## src/rtl/rc_filter_multichannel.sv

```systemverilog
// rc_filter_multichannel
//   First-order RC filter (high-pass or low-pass) applied independently to
//   CHANNELS packed signed audio lanes. A single shared multiplier is
//   time-multiplexed: one channel per cycle during a sweep, and all lanes
//   commit together at the end of the sweep.
// Ports
//   clk          : system clock, rising edge
//   reset        : asynchronous, active-high
//   audio_clk_en : one-cycle sample strobe, accepted only in IDLE
//   in           : CHANNELS x DATA_WIDTH signed samples, lane k at [k*DW +: DW]
//   out          : filtered samples, same packing, held between commits
//   busy         : high while the sweep is in progress
//   overrun      : one-cycle pulse after a strobe that had to be dropped
module rc_filter_multichannel #(
  parameter int CLOCK_RATE   = 50000000,
  parameter int SAMPLE_RATE  = 48000,
  parameter int R            = 47000,
  parameter int C_35_SHIFTED = 1615,
  parameter int DATA_WIDTH   = 16,
  parameter int CHANNELS     = 2,
  parameter int MODE         = 1
) (
  input  logic                           clk,
  input  logic                           reset,
  input  logic                           audio_clk_en,
  input  logic [CHANNELS*DATA_WIDTH-1:0] in,
  output logic [CHANNELS*DATA_WIDTH-1:0] out,
  output logic                           busy,
  output logic                           overrun
);

  localparam int DW = DATA_WIDTH;
  localparam int SW = DATA_WIDTH + 2;
  localparam int PW = DATA_WIDTH + 19;
  localparam int IW = (CHANNELS > 1) ? $clog2(CHANNELS) : 1;

  localparam logic [63:0] DT    = (64'd1 << 32) / 64'(SAMPLE_RATE);
  localparam logic [63:0] RC    = (64'(R) * 64'(C_35_SHIFTED)) >> 3;
  localparam logic [63:0] ALPHA = (RC << 16) / (RC + DT);
  localparam logic [63:0] BETA  = (DT << 16) / (RC + DT);
  // Both coefficients are below 1.0 in Q16, so a positive 17-bit signed
  // value holds them and keeps the product at PW bits.
  localparam logic [63:0]        COEF64 = (MODE == 1) ? ALPHA : BETA;
  localparam logic signed [16:0] COEF   = COEF64[16:0];

  if (CLOCK_RATE / SAMPLE_RATE < CHANNELS + 2) begin : g_rate_check
    $fatal(1, "rc_filter_multichannel: too few clocks per sample for CHANNELS");
  end

  typedef enum logic [1:0] {IDLE, LATCH, CALC, COMMIT} state_t;

  state_t                state_q;
  logic [IW-1:0]         idx_q;
  logic                  busy_q;
  logic                  overrun_q;
  logic signed [DW-1:0]  x_lat_q [CHANNELS];
  logic signed [DW-1:0]  x_prev_q[CHANNELS];
  logic signed [DW-1:0]  y_prev_q[CHANNELS];
  logic signed [DW-1:0]  res_q   [CHANNELS];
  logic signed [DW-1:0]  out_q   [CHANNELS];

  // Shared datapath, operating on the channel selected by idx_q.
  logic signed [DW-1:0]  x_sel, xp_sel, yp_sel;
  logic signed [SW-1:0]  x_e, xp_e, yp_e, sum_d;
  logic signed [PW-1:0]  sum_p, coef_p, yp_p, prod_d, shr_d, acc_d;
  logic signed [DW-1:0]  res_d;

  always_comb begin
    x_sel  = x_lat_q[idx_q];
    xp_sel = x_prev_q[idx_q];
    yp_sel = y_prev_q[idx_q];
    x_e    = {{2{x_sel[DW-1]}}, x_sel};
    xp_e   = {{2{xp_sel[DW-1]}}, xp_sel};
    yp_e   = {{2{yp_sel[DW-1]}}, yp_sel};
    if (MODE == 1) sum_d = yp_e + x_e - xp_e;
    else           sum_d = x_e - yp_e;
    sum_p  = {{(PW-SW){sum_d[SW-1]}}, sum_d};
    coef_p = {{(PW-17){1'b0}}, COEF};
    yp_p   = {{(PW-DW){yp_sel[DW-1]}}, yp_sel};
    prod_d = sum_p * coef_p;
    shr_d  = prod_d >>> 16;
    if (MODE == 1) acc_d = shr_d;
    else           acc_d = yp_p + shr_d;
    // In range iff every bit above the DW-bit sign bit matches it.
    if ((&acc_d[PW-1:DW-1]) || !(|acc_d[PW-1:DW-1])) res_d = acc_d[DW-1:0];
    else if (acc_d[PW-1])                               res_d = {1'b1, {(DW-1){1'b0}}};
    else                                                res_d = {1'b0, {(DW-1){1'b1}}};
  end

  always_ff @(posedge clk or posedge reset) begin
    if (reset) begin
      state_q   <= IDLE;
      idx_q     <= '0;
      busy_q    <= 1'b0;
      overrun_q <= 1'b0;
      for (int unsigned k = 0; k < CHANNELS; k++) begin
        x_lat_q[k]  <= '0;
        x_prev_q[k] <= '0;
        y_prev_q[k] <= '0;
        res_q[k]    <= '0;
        out_q[k]    <= '0;
      end
    end else begin
      overrun_q <= audio_clk_en && (state_q != IDLE);
      case (state_q)
        IDLE: begin
          if (audio_clk_en) begin
            for (int unsigned k = 0; k < CHANNELS; k++)
              x_lat_q[k] <= in[k*DW +: DW];
            state_q <= LATCH;
          end
        end
        LATCH: begin
          idx_q   <= '0;
          busy_q  <= 1'b1;
          state_q <= CALC;
        end
        CALC: begin
          res_q[idx_q] <= res_d;
          if (idx_q == IW'(CHANNELS - 1)) state_q <= COMMIT;
          else                            idx_q   <= idx_q + 1'b1;
        end
        COMMIT: begin
          for (int unsigned k = 0; k < CHANNELS; k++) begin
            out_q[k]    <= res_q[k];
            y_prev_q[k] <= res_q[k];
            x_prev_q[k] <= x_lat_q[k];
          end
          idx_q   <= '0;
          busy_q  <= 1'b0;
          state_q <= IDLE;
        end
        default: state_q <= IDLE;
      endcase
    end
  end

  always_comb begin
    out = '0;
    for (int unsigned k = 0; k < CHANNELS; k++)
      out[k*DW +: DW] = out_q[k];
  end

  assign busy    = busy_q;
  assign overrun = overrun_q;

endmodule

```

## config.mk

```make
export PLATFORM = sky130hd
export DESIGN_NAME = rc_filter_multichannel
export DESIGN_NICKNAME = d
export VERILOG_FILES = /design/src/rtl/rc_filter_multichannel.sv
export SDC_FILE = /design/constraint.sdc
export NUM_CORES = 1
export LEC_CHECK = 0
export ABC_CLOCK_PERIOD_IN_PS = 14800
export BUFFER_PORTS_ARGS = -buffer_cell sky130_fd_sc_hd__buf_2
export CORE_MARGIN = 2
export CORE_UTILIZATION = 25
export CTS_CLUSTER_DIAMETER = 40
export DETAILED_ROUTE_END_ITERATION = 7
export SLEW_MARGIN = 10
export SYNTH_ARGS = -nofsm -noshare
export SYNTH_HDL_FRONTEND = slang
export SYNTH_SLANG_ARGS = --single-unit
```

## constraint.sdc

```tcl
create_clock -name clk -period 14.8 [get_ports clk]
set_clock_uncertainty 0.05 [all_clocks]
set_input_delay 1.48 -clock clk [delete_from_list [all_inputs] [get_ports clk]]
set_output_delay 1.48 -clock clk [all_outputs]
set_load 0.02 [all_outputs]
```

==> flow_summary.yaml <==
status:
  status: "finished, final reports clean"
timing:
  finalSetupViolations: 0
  maxSlewViolCount: 0
  hold_viol_final: 0
  tightest_slew_ns: 1.08
  rsz0062_at_grt: "false"
  tns_ns: 0
  slew_headroom_pct: 28.1
  fin_crit_sh_pct: 79.7
  fmax_mhz: 84.7
  layout_min_cycle_time_ns: 11.80
floorplanning:
  placementRows: 86
  die_area_mm2: 0.0571
  initial_core_util_pct: 25.2
  core-area_mm2: 0.0549
  io_pins: 69
  dieHeight_um: 239
  die_w_um: 239
hold_path:
  hold_end: "res_q[26]$_DFFE_PP0P_"
  hold_class: "flip-flop to flip-flop"
  whs_path_depth: 2
  worstHoldStart: "res_q[26]$_DFFE_PP0P_"
cts:
  clockRootBuffer: "clkbuf_16"
  cts_tree: "yes"
  cts.sink_count: 133
  cts.clk_slew.worst_paths_ns: 0.06
  cts_setup_buffers: 0
  cts_buffer_depth: 2
  clkLatencyLatePin_ns: 0.42
  cts_buffers: 17
  cts_resized: 0
  cts_hold_buf: 0
  ctsHtreeMaxLevel: 4
grt:
  grt_max_degree: 70
  first_global_vias: 9873
  grtUsageTotal_pct: 11.9
  grt-ovfl-total: 0
  antenna_found_initial: 3
  grt_pass1_wl_mm: 53.5
yosys:
  ys_top_cells_by_area: "fa_1 25%, dfrtp_1 24%, ha_1 13%"
  netlist.area_leader.share_pct: 25.4
  ys_seq_elements: 133
  async_reset_ff_share_pct: 100
  synth_cells: 1269
  yosysTopAreaCell: "fa_1"
  yosys_warnings: 0
  synth_nets: 1627
  synth_cell_types: 67
  avgSynthCellArea_um2: 10.9
  synth_seq_area_share_pct: 24.1
  synth_ff_type: "dfrtp_1"
  synth_edf_count: 0
  synthesis.area_mm2: 0.0138
drt:
  wl_per_cell_um: 15.6
  vias: 9097
  drc_errors: 0
  dr.pass1.iters: 5
  drt_wl_total_mm: 32.0
  drt_iter0_drc: 496
  routed_via_density: 4.43
  detail-route-antenna-nets: 0
setup_path:
  ff2ff_setup_slack_ns: 3.00
  cp.arrival_ns: 12.05
  slowest_delay_ns: 0.88
  setup.worst_path.end_class: "flip-flop"
  crit_top_cell: "fa_1"
  critPathKind: "flip-flop to flip-flop"
  r2r-start: "idx_q$_DFFE_PP0P_"
  cp-startpoint: "idx_q$_DFFE_PP0P_"
  r2r_cells: 32
  r2r-end: "res_q[24]$_DFFE_PP0P_"
  crit_fanout: 30
  crit_path_start_kind: "flip-flop"
  cp_data_required_time_ns: 15.05
  slowest_stage: "dfrtp_2"
place:
  dp_hpwl_mm: 26.8
  port_buffers: 68
  dpl_cell_area_mm2: 0.0150
  gp_congestion: 0.903
  dp.cells: 2019
finish:
  fin_area_mm2: 0.0156
  drive_gt1_share_pct: 18.9
  final_nets: 1692
  area_growth_pct: 12.7
  finalNonFillerCells: 2052
flow_run:
  max_cap_violations: 0
-- area by class of cell --
class / count / area (um^2)
fillers: 5686 / 39300
clock buffers: 17 / 425
repair buffers: 82 / 445
flip-flops and latches: 133 / 3330
diodes: 1 / 2.50
multi-input cells: 814 / 9260
well taps: 704 / 881
inverters: 286 / 1080
clock inverters: 15 / 138
-- stage by stage --
| stage | utilization (%) | hold WS, ns | setup slack, ns |
|---|---|---|---|
| after floorplan | - | 0.393 | 4.82 |
| after global placement | 27.3 | 0.418 | 3.23 |
| after detailed placement | 27.3 | 0.424 | 3.09 |
| after CTS | 28.3 | 0.438 | 2.99 |
| after global routing | 28.3 | 0.457 | 2.28 |
| final | 28.3 | 0.434 | 3.00 |
-- Yosys cell counts (all sizes together) (11+ instances only) --
| cell type | count |
|---|---|
| inv | 286 |
| fa | 175 |
| ha | 148 |
| dfrtp | 133 |
| mux2 | 116 |
| nand2 | 48 |
| a21oi | 39 |
| nor2 | 36 |
| mux2i | 30 |
| xnor2 | 26 |
| clkbuf | 25 |
| xor2 | 25 |
| o21ai | 20 |
| a21o | 18 |
| o31ai | 15 |
| a221oi | 12 |
| nand3 | 12 |
| buf | 11 |
-- layout by cell type, fill, tap and decap left out, types with 5 or more instances in the layout --
cell	count
inv_1	285
fa_1	175
ha_1	147
dfrtp_1	132
mux2_2	116
buf_2	68
nand2_1	48
a21oi_1	36
nor2_1	35
mux2i_1	30
xor2_1	25
xnor2_1	23
a21o_1	18
o21ai_0	17
clkbuf_16	17
o31ai_1	15
buf_4	14
nand3_1	12
nor3_1	7
and3_1	6
nand4_1	6
a211oi_1	6
a221oi_2	6
a221oi_1	6
o211ai_1	5
a211o_1	5
o21a_1	5
inv_6	5
-- how the worst max path moves through the flow --
stage                                  to  depth (start not counted)
floorplan            res_q[2]$_DFFE_PP0P_                         33
detailed placement  res_q[24]$_DFFE_PP0P_                         32
finish              res_q[24]$_DFFE_PP0P_                         32
global route        res_q[24]$_DFFE_PP0P_                         32
global placement    res_q[28]$_DFFE_PP0P_                         32
CTS                 res_q[24]$_DFFE_PP0P_                         32
-- critical path: cells and delay by family (launching register included) --
kind	cells	cell delay [ns]
muxes	1	0.39
DFF	1	0.88
AOI/OAI and AO/OA	10	2.81
and+or+nand+nor	4	1.00
adders and majority gates	9	4.14
buffers and inverters	6	0.88
xor gates and xnor gates	2	1.51
-- routing by layer --
metal | vias to the layer above | routed length [um] | track usage [%] | part of all wire [%]
met4 | 4 | 486 | 2.33 | 1.5
met2 | 164 | 15400 | 19.8 | 48
li1 | 4272 | - | - | -
met3 | 36 | 1600 | 2.51 | 5.0
met1 | 4621 | 14400 | 15.8 | 45
met5 | - | 32 | 0 | 0.10
-- registers in the layout (all words and copies together) (netlist names) --
name,flops
overrun,1
out,32
state_q,2
x_prev_q,32
idx_q,1
x_lat_q,32
res_q,32
busy,1
-- logic make-up (layout without fill, tap and decap cells) --
| family | Yosys count | in the layout | synth area share [%] |
|---|---|---|---|
| and+or+nand+nor | 136 | 136 | 4.77 |
| muxes | 146 | 146 | 11.6 |
| other | 1 | 2 | 0.0272 |
| xor gates and xnor gates | 51 | 51 | 3.34 |
| DFF | 133 | 133 | 24.1 |
| buffers and inverters | 322 | 400 | 8.93 |
| adders and majority gates | 323 | 323 | 38.8 |
| AOI/OAI and AO/OA | 157 | 157 | 8.40 |
Power is not shown: default switching activity piles up to over one toggle a cycle in this logic, so the estimate is an artifact.
